## src/rtl/branch_ctrl_seq_if.sv

```systemverilog
// rtl/branch_ctrl_seq_if.sv - control bundle between the step sequencer and the single-bus DataPath
//
// master: sequencer side (takes run/ir/con_ff, drives every DataPath control and status)
// slave : DataPath / environment side (drives run/ir/con_ff, observes controls)
interface branch_ctrl_seq_if #(
    parameter int DATA_W = 32,
    parameter int CNT_W  = 16
);
    logic              run;
    logic [DATA_W-1:0] ir;
    logic              con_ff;

    logic PCout, IncPC, MARin, read, RAMenable, MDRin, MDRout, IRin;
    logic Gra, Rout, conin, Yin, Cout, ZLOin, ZLOout, PCin, R15in;

    logic [4:0]       aluControl;
    logic [3:0]       state;
    logic             busy;
    logic             taken;
    logic             illegal;
    logic [CNT_W-1:0] taken_count;

    modport master (
        input  run, ir, con_ff,
        output PCout, IncPC, MARin, read, RAMenable, MDRin, MDRout, IRin,
        output Gra, Rout, conin, Yin, Cout, ZLOin, ZLOout, PCin, R15in,
        output aluControl, state, busy, taken, illegal, taken_count
    );

    modport slave (
        output run, ir, con_ff,
        input  PCout, IncPC, MARin, read, RAMenable, MDRin, MDRout, IRin,
        input  Gra, Rout, conin, Yin, Cout, ZLOin, ZLOout, PCin, R15in,
        input  aluControl, state, busy, taken, illegal, taken_count
    );
endinterface

```

## src/rtl/branch_ctrl_seq.sv

```systemverilog
// rtl/branch_ctrl_seq.sv - hardwired fetch / br / jr / jal control-step sequencer
//
// Ports:
//   clock : rising-edge clock
//   clear : synchronous active-high reset (state, wait counter, taken counter)
//   bus   : branch_ctrl_seq_if.master - run/ir/con_ff in; DataPath controls,
//           aluControl, state, busy, taken, illegal, taken_count out
module branch_ctrl_seq #(
    parameter int         DATA_W   = 32,
    parameter int         MEM_WAIT = 0,
    parameter int         CNT_W    = 16,
    parameter logic [4:0] OP_BR    = 5'b10010,
    parameter logic [4:0] OP_JR    = 5'b10100,
    parameter logic [4:0] OP_JAL   = 5'b10011
) (
    input  logic            clock,
    input  logic            clear,
    branch_ctrl_seq_if.master bus
);
    localparam logic [3:0] S_IDLE = 4'd0;
    localparam logic [3:0] S_T0   = 4'd1;
    localparam logic [3:0] S_T1   = 4'd2;
    localparam logic [3:0] S_T2   = 4'd3;
    localparam logic [3:0] S_T3   = 4'd4;
    localparam logic [3:0] S_T4   = 4'd5;
    localparam logic [3:0] S_T5   = 4'd6;
    localparam logic [3:0] S_T6   = 4'd7;

    localparam logic [4:0] ALU_ADD  = 5'b00011;
    localparam logic [3:0] WAIT_LD  = 4'(MEM_WAIT);

    logic [3:0]       state_q, state_d;
    logic [3:0]       wait_q, wait_d;
    logic [CNT_W-1:0] cnt_q, cnt_d;

    logic [4:0] opcode;
    logic       is_br, is_jr, is_jal;
    logic       unused_ir;
    logic [3:0] end_state;

    assign opcode    = bus.ir[DATA_W-1 -: 5];
    assign unused_ir = ^bus.ir[DATA_W-6:0];
    assign is_br     = (opcode == OP_BR);
    assign is_jr     = (opcode == OP_JR);
    assign is_jal    = (opcode == OP_JAL);

    // Instruction end: issue the next fetch immediately while run holds.
    assign end_state = bus.run ? S_T0 : S_IDLE;

    always_comb begin
        state_d = state_q;
        wait_d  = wait_q;
        case (state_q)
            S_IDLE: if (bus.run) state_d = S_T0;
            S_T0: begin
                state_d = S_T1;
                wait_d  = WAIT_LD;
            end
            S_T1: begin
                if (wait_q == 4'd0) state_d = S_T2;
                else                wait_d  = wait_q - 4'd1;
            end
            S_T2:    state_d = S_T3;
            S_T3:    state_d = (is_br || is_jal) ? S_T4 : end_state;
            S_T4:    state_d = is_br ? S_T5 : end_state;
            S_T5:    state_d = S_T6;
            S_T6:    state_d = end_state;
            default: state_d = S_IDLE;
        endcase
    end

    always_comb begin
        bus.PCout      = 1'b0;
        bus.IncPC      = 1'b0;
        bus.MARin      = 1'b0;
        bus.read       = 1'b0;
        bus.RAMenable  = 1'b0;
        bus.MDRin      = 1'b0;
        bus.MDRout     = 1'b0;
        bus.IRin       = 1'b0;
        bus.Gra        = 1'b0;
        bus.Rout       = 1'b0;
        bus.conin      = 1'b0;
        bus.Yin        = 1'b0;
        bus.Cout       = 1'b0;
        bus.ZLOin      = 1'b0;
        bus.ZLOout     = 1'b0;
        bus.PCin       = 1'b0;
        bus.R15in      = 1'b0;
        bus.aluControl = 5'b00000;
        bus.taken      = 1'b0;
        bus.illegal    = 1'b0;
        case (state_q)
            S_T0: begin
                bus.PCout = 1'b1;
                bus.MARin = 1'b1;
                bus.IncPC = 1'b1;
            end
            S_T1: begin
                bus.read      = 1'b1;
                bus.RAMenable = 1'b1;
                // Latch MDR only once the RAM has had its full access time.
                bus.MDRin     = (wait_q == 4'd0);
            end
            S_T2: begin
                bus.MDRout = 1'b1;
                bus.IRin   = 1'b1;
            end
            S_T3: begin
                if (is_br) begin
                    bus.Gra   = 1'b1;
                    bus.Rout  = 1'b1;
                    bus.conin = 1'b1;
                end else if (is_jr) begin
                    bus.Gra   = 1'b1;
                    bus.Rout  = 1'b1;
                    bus.PCin  = 1'b1;
                    bus.taken = 1'b1;
                end else if (is_jal) begin
                    bus.PCout = 1'b1;
                    bus.R15in = 1'b1;
                end else begin
                    bus.illegal = 1'b1;
                end
            end
            S_T4: begin
                if (is_br) begin
                    bus.PCout = 1'b1;
                    bus.Yin   = 1'b1;
                end else if (is_jal) begin
                    bus.Gra   = 1'b1;
                    bus.Rout  = 1'b1;
                    bus.PCin  = 1'b1;
                    bus.taken = 1'b1;
                end
            end
            S_T5: begin
                bus.Cout       = 1'b1;
                bus.ZLOin      = 1'b1;
                bus.aluControl = ALU_ADD;
            end
            S_T6: begin
                // Not taken: PC already holds PC+1 from T0, so nothing to do.
                if (bus.con_ff) begin
                    bus.ZLOout = 1'b1;
                    bus.PCin   = 1'b1;
                    bus.taken  = 1'b1;
                end
            end
            default: ;
        endcase
    end

    assign cnt_d           = cnt_q + {{(CNT_W-1){1'b0}}, bus.taken};
    assign bus.state       = state_q;
    assign bus.busy        = (state_q != S_IDLE);
    assign bus.taken_count = cnt_q;

    always_ff @(posedge clock) begin
        if (clear) begin
            state_q <= S_IDLE;
            wait_q  <= 4'd0;
            cnt_q   <= '0;
        end else begin
            state_q <= state_d;
            wait_q  <= wait_d;
            cnt_q   <= cnt_d;
        end
    end
endmodule

```

## src/flat_wrapper.sv

```systemverilog
// flat-port wrapper written by rule: the top's interface ports become plain ports
module branch_ctrl_seq_flat 
#(
    parameter int         DATA_W   = 32,
    parameter int         MEM_WAIT = 0,
    parameter int         CNT_W    = 16,
    parameter logic [4:0] OP_BR    = 5'b10010,
    parameter logic [4:0] OP_JR    = 5'b10100,
    parameter logic [4:0] OP_JAL   = 5'b10011
)
  (clock, clear, bus_run, bus_ir, bus_con_ff, bus_PCout, bus_IncPC, bus_MARin, bus_read, bus_RAMenable, bus_MDRin, bus_MDRout, bus_IRin, bus_Gra, bus_Rout, bus_conin, bus_Yin, bus_Cout, bus_ZLOin, bus_ZLOout, bus_PCin, bus_R15in, bus_aluControl, bus_state, bus_busy, bus_taken, bus_illegal, bus_taken_count);
  branch_ctrl_seq_if #(.DATA_W(DATA_W), .CNT_W(CNT_W)) bus_i ();
  input  logic clock;
  input  logic clear;
  input wire logic [$bits(bus_i.run)-1:0] bus_run;
  input wire logic [$bits(bus_i.ir)-1:0] bus_ir;
  input wire logic [$bits(bus_i.con_ff)-1:0] bus_con_ff;
  output wire logic [$bits(bus_i.PCout)-1:0] bus_PCout;
  output wire logic [$bits(bus_i.IncPC)-1:0] bus_IncPC;
  output wire logic [$bits(bus_i.MARin)-1:0] bus_MARin;
  output wire logic [$bits(bus_i.read)-1:0] bus_read;
  output wire logic [$bits(bus_i.RAMenable)-1:0] bus_RAMenable;
  output wire logic [$bits(bus_i.MDRin)-1:0] bus_MDRin;
  output wire logic [$bits(bus_i.MDRout)-1:0] bus_MDRout;
  output wire logic [$bits(bus_i.IRin)-1:0] bus_IRin;
  output wire logic [$bits(bus_i.Gra)-1:0] bus_Gra;
  output wire logic [$bits(bus_i.Rout)-1:0] bus_Rout;
  output wire logic [$bits(bus_i.conin)-1:0] bus_conin;
  output wire logic [$bits(bus_i.Yin)-1:0] bus_Yin;
  output wire logic [$bits(bus_i.Cout)-1:0] bus_Cout;
  output wire logic [$bits(bus_i.ZLOin)-1:0] bus_ZLOin;
  output wire logic [$bits(bus_i.ZLOout)-1:0] bus_ZLOout;
  output wire logic [$bits(bus_i.PCin)-1:0] bus_PCin;
  output wire logic [$bits(bus_i.R15in)-1:0] bus_R15in;
  output wire logic [$bits(bus_i.aluControl)-1:0] bus_aluControl;
  output wire logic [$bits(bus_i.state)-1:0] bus_state;
  output wire logic [$bits(bus_i.busy)-1:0] bus_busy;
  output wire logic [$bits(bus_i.taken)-1:0] bus_taken;
  output wire logic [$bits(bus_i.illegal)-1:0] bus_illegal;
  output wire logic [$bits(bus_i.taken_count)-1:0] bus_taken_count;
  assign bus_i.run = bus_run;
  assign bus_i.ir = bus_ir;
  assign bus_i.con_ff = bus_con_ff;
  assign bus_PCout = bus_i.PCout;
  assign bus_IncPC = bus_i.IncPC;
  assign bus_MARin = bus_i.MARin;
  assign bus_read = bus_i.read;
  assign bus_RAMenable = bus_i.RAMenable;
  assign bus_MDRin = bus_i.MDRin;
  assign bus_MDRout = bus_i.MDRout;
  assign bus_IRin = bus_i.IRin;
  assign bus_Gra = bus_i.Gra;
  assign bus_Rout = bus_i.Rout;
  assign bus_conin = bus_i.conin;
  assign bus_Yin = bus_i.Yin;
  assign bus_Cout = bus_i.Cout;
  assign bus_ZLOin = bus_i.ZLOin;
  assign bus_ZLOout = bus_i.ZLOout;
  assign bus_PCin = bus_i.PCin;
  assign bus_R15in = bus_i.R15in;
  assign bus_aluControl = bus_i.aluControl;
  assign bus_state = bus_i.state;
  assign bus_busy = bus_i.busy;
  assign bus_taken = bus_i.taken;
  assign bus_illegal = bus_i.illegal;
  assign bus_taken_count = bus_i.taken_count;
  branch_ctrl_seq #(.DATA_W(DATA_W), .MEM_WAIT(MEM_WAIT), .CNT_W(CNT_W), .OP_BR(OP_BR), .OP_JR(OP_JR), .OP_JAL(OP_JAL)) u_core (.clock(clock), .clear(clear), .bus(bus_i));
endmodule
```

## config.mk

```make
export PLATFORM = sky130hd
export DESIGN_NAME = branch_ctrl_seq_flat
export DESIGN_NICKNAME = d
export VERILOG_FILES = /design/src/rtl/branch_ctrl_seq_if.sv /design/src/rtl/branch_ctrl_seq.sv /design/src/flat_wrapper.sv
export SDC_FILE = /design/constraint.sdc
export NUM_CORES = 1
export LEC_CHECK = 0
export CORE_MARGIN = 2
export CORE_UTILIZATION = 41
export CTS_CLUSTER_SIZE = 24
export DETAILED_ROUTE_END_ITERATION = 12
export PLACE_DENSITY = 0.86
export SYNTH_ARGS = -nofsm -noshare
export SYNTH_HDL_FRONTEND = slang
export SYNTH_SLANG_ARGS = --single-unit
```

## constraint.sdc

```tcl
create_clock -name clock -period 6.7 [get_ports clock]
set_clock_uncertainty 0.1 [all_clocks]
set_input_delay 1.34 -clock clock [delete_from_list [all_inputs] [get_ports clock]]
set_output_delay 1.34 -clock clock [all_outputs]
set_load 0.02 [all_outputs]
```

==> results.md <==
* Area added between synthesis and finish at 30.9%
* Destination of the critical timing path: bus_Gra
* Max transition margin at 0.392
* Setup repair after global routing missed its margin: false
* Via count of the first global-routing pass at approximately 1300
* Detailed Route Iter0 Violations at slightly below 80
* Placed wire-length estimate after detailed placement at 2200 µm
* Routed wire length at 3120 µm
* Yosys warns at 0
* Total via count in the routed design at between 1000 and 1500
* Number of clock buffers inserted by TritonCTS at 3
* Largest vdd supply drop at 0.0855 mV
* Critical Path Sink Type: output pin
* Met2 layer usage reported by global route at 0.251
* GRT overflow at 0
* Total power at roughly 0.30 mW
* Top Usage Layer GRT: met2
* Net switching power at between 0.09 and 0.1 mW
* Outcome: completed
* Maximum number of pins on one net before global-route repair at 27
* Worst-path cell chain: clkdlybuf4s50_1, nor4bb_1, nand2b_1, o21ai_0, clkdlybuf4s50_1
* Wire length of the first global-routing pass at ~5300 µm
* Initial antenna violation count at 0
* Starting density of the core at 0.429
* Number of antenna diodes at 0
* Reg2Reg Launch Point: u_core.bus.state[2]
* Buffering stage count on the worst path with inverters included at 2
* Fmax achieved at 202 MHz
* Source-to-sink clock delay at the later pin of the worst-skew pair at 0.31 ns
* Hold-fix buffer count after cts at 0
* CTS tree: built
* Internal power summed over all cells at slightly above 0.2 mW
* Worst setup path category: input pin to output pin
* Met3 capacity usage during global routing at 0.0304
* Data arrival, critical path at approximately 3.5 ns
* Routed wire per std cell at 12.1 µm
* H-tree levels at 1
* Instance count of the mapped netlist at ~180
* Cells resized by post-CTS repair at 0
* Final number of hold-violating endpoints at 0
* ANT nets after route at 0
* Worst reg2reg path depth at 8
* Fin. max-slew vios at 0
* Min Hold Slack at ~0.42 ns
* Required time of the critical path at about 5.3 ns
* Core area at between 3000 and 4000 µm²
* Number of cells on the critical path at 5
* Post-CTS Setup Repair Bufs at 0
* Layout Nets at about 250
* Met1 demand-to-capacity share in global routing at 0.209
* Critical Path Source: bus_ir[31]
* Slew at the pin closest to its max-slew limit at about 0.91 ns
* Distinct cell type count of the synthesized netlist at 45
* Total Die Area at 4010 µm²
* Average cell area after synthesis at a little over 8 µm²
* Total global-route track usage at 0.159
* Site Rows at 21
* Delay contributed by the slowest stage of the critical path at ~0.65 ns
* First-pass iteration count of the detailed router at 4
* Top cell family by delay on the critical path: buffers and inverters
* Register clock-pin slew on the reported worst setup and hold paths at between 0.1 and 0.15 ns
* Leakage power summed over all cells at about 0.64 nW
* Vias/cell at 5.40
* Placed Area at 1860 µm²
* Cell with the largest stage delay on the worst path: sky130_fd_sc_hd__clkdlybuf4s50_1
* Sequential share of the synthesized area at 0.319
* Placer's final routability congestion estimate at about 0.8
* Number of remaining DRC errors at 0
* Clock power share at 0.211
* IO Port Bufs at 49
* Die Y-Extent at about 63 µm
* Proportion of layout cells with a drive suffix above 1 at 0.0283
* Worst hold path type: flip-flop to flip-flop
* Final worst path period need at 4.96 ns
* Async set-reset flop share out of synthesis at 0
* Post-synthesis cell area at between 1000 and 1500 µm²
* Critical path's most frequent cell: sky130_fd_sc_hd__clkdlybuf4s50_1
* Reg power frac at 0.511
* Clk Tree Root Cell: sky130_fd_sc_hd__clkbuf_4
* Post-route fraction of the period consumed by the critical path at 0.740
* Power density relative to cell area at around 160 nW/µm²
* Max Root-Sink Buffers at 2
* Post-route standard cell area excluding fillers at roughly 1900 µm²
* Min-Delay Path Depth at 2
* Register bit total from synthesis at 23
* Number of maximum-capacitance constraint violations at 0
* Maximum fanout along the worst path at 4
* Total of endpoints with negative setup slack in the final report at 0
* Switching power share of the total at 0.323
* Number of synthesized flops with an enable pin at 0
* Horiz. Die Dim at 63.3 µm
* Portion of total power attributed to combinational logic at 0.279
* Capture instance of the worst register-to-register path: u_core.bus.taken_count[14]
* Number of top-level design ports at 81
* Setup slack of the most critical reg-to-reg path at between 3 and 4 ns
* Fin Setup TNS at 0 ns
* Sinks on Clock Net at 23
* Post-synth top flop: sky130_fd_sc_hd__dfxtp_1
* Critical Path Start Type: input pin
* Utilization after layout at 0.562
-- power by group through the flow --
stage	combinational [mW]	sequential (mW)	clock [mW]
global placement	0.0831	0.157	0
global route	0.0918	0.156	0.0728
detailed placement	0.0839	0.157	0
finish	0.0841	0.154	0.0636
floorplan	0.0637	0.150	0
CTS	0.0844	0.154	0.0675
-- how the worst min path moves through the flow --
stage	from	end	slack (ns)
after floorplan	u_core.wait_q[2]	u_core.wait_q[2]	0.39
after global placement	u_core.bus.taken_count[10]	u_core.bus.taken_count[10]	0.38
final	u_core.bus.taken_count[6]	u_core.bus.taken_count[6]	0.42
after global routing	u_core.bus.taken_count[9]	u_core.bus.taken_count[9]	0.45
after CTS	u_core.bus.taken_count[10]	u_core.bus.taken_count[10]	0.41
after detailed placement	u_core.bus.taken_count[10]	u_core.bus.taken_count[10]	0.39
-- worst reg2reg max path: stages (launching register included) --
cell and delay, ns:
sky130_fd_sc_hd__dfxtp_1 0.73, sky130_fd_sc_hd__nor4bb_1 0.29, sky130_fd_sc_hd__o21ai_0 0.16, sky130_fd_sc_hd__o21ai_0 0.20, sky130_fd_sc_hd__ha_1 0.25, sky130_fd_sc_hd__ha_1 0.21
sky130_fd_sc_hd__nand2_1 0.18, sky130_fd_sc_hd__nor4_1 0.34, sky130_fd_sc_hd__mux2_1 0.35
-- cells by family (layout without fill, tap and decap cells) --
family,count (synthesis),count (layout),share of synthesized area
XOR/XNOR,4,4,0.0243
adder cells (fa/ha/maj),3,3,0.0260
AO/OA/AOI/OAI,36,36,0.160
AND/OR/NAND/NOR,76,76,0.312
other,1,4,0.00260
flip-flops,23,23,0.319
buffers and inverters,30,61,0.118
multiplexers,5,5,0.0381
-- registers in the layout, summed over array words and instances, names as in the netlist --
signal,cells
u_core.bus.state,3
u_core.bus.taken_count,16
u_core.wait_q,4
-- layout by cell type, fill, tap and decap left out, types with 5 or more instances in the layout --
| cell | n |
|---|---|
| sky130_fd_sc_hd__or3_1 | 7 |
| sky130_fd_sc_hd__nand2_1 | 9 |
| sky130_fd_sc_hd__nand2b_1 | 5 |
| sky130_fd_sc_hd__nor2_1 | 13 |
| sky130_fd_sc_hd__dfxtp_1 | 23 |
| sky130_fd_sc_hd__clkdlybuf4s50_1 | 49 |
| sky130_fd_sc_hd__o21ai_0 | 8 |
| sky130_fd_sc_hd__inv_1 | 8 |
| sky130_fd_sc_hd__a21oi_1 | 10 |
| sky130_fd_sc_hd__or4_1 | 6 |
| sky130_fd_sc_hd__nor4_1 | 5 |
| sky130_fd_sc_hd__nand3_1 | 7 |
| sky130_fd_sc_hd__o31ai_1 | 6 |
| sky130_fd_sc_hd__nor2b_1 | 6 |
-- stage by stage --
step	worst slack, ns	instances
2_1_floorplan	2.53	181
3_3_place_gp	1.71	254
3_5_place_dp	1.76	254
4_1_cts	1.73	258
5_1_grt	1.54	258
6_report	1.74	258
-- layer usage --
| layer | share of wire | vias to the layer above |
|---|---|---|
| li1 | - | 706 |
| met1 | 0.47 | 638 |
| met3 | 0.063 | 4 |
| met5 | 0 | - |
| met4 | 0.012 | 0 |
| met2 | 0.45 | 44 |
-- cell usage after synthesis (3+ instances only) --
cell type | n | area share
sky130_fd_sc_hd__dfxtp_1 | 23 | 0.32
sky130_fd_sc_hd__nor2_1 | 13 | 0.034
sky130_fd_sc_hd__nor4_1 | 5 | 0.022
sky130_fd_sc_hd__a21oi_1 | 10 | 0.035
sky130_fd_sc_hd__o31ai_1 | 6 | 0.031
sky130_fd_sc_hd__clkbuf_1 | 6 | 0.016
sky130_fd_sc_hd__o21ai_0 | 8 | 0.028
sky130_fd_sc_hd__inv_1 | 8 | 0.021
sky130_fd_sc_hd__nor3_1 | 3 | 0.010
sky130_fd_sc_hd__nand2b_1 | 5 | 0.022
sky130_fd_sc_hd__nor4b_1 | 3 | 0.018
sky130_fd_sc_hd__nand2_1 | 9 | 0.023
sky130_fd_sc_hd__nand4_1 | 3 | 0.013
sky130_fd_sc_hd__mux2_1 | 4 | 0.031
sky130_fd_sc_hd__nor2b_1 | 6 | 0.026
sky130_fd_sc_hd__nand3_1 | 7 | 0.024
sky130_fd_sc_hd__ha_1 | 3 | 0.026
sky130_fd_sc_hd__buf_4 | 13 | 0.068
sky130_fd_sc_hd__or4_1 | 6 | 0.031
sky130_fd_sc_hd__or3_1 | 7 | 0.030
-- final cells by class --
class | count | area, µm²
repair buffers | 49 | 490
clock inverters | 1 | 5.00
well taps | 46 | 57.6
clock buffers | 3 | 22.5
fillers | 323 | 1470
multi-input cells | 128 | 825
flip-flops and latches | 23 | 460
inverters | 8 | 30.0
(Power assumes the default switching activity.)
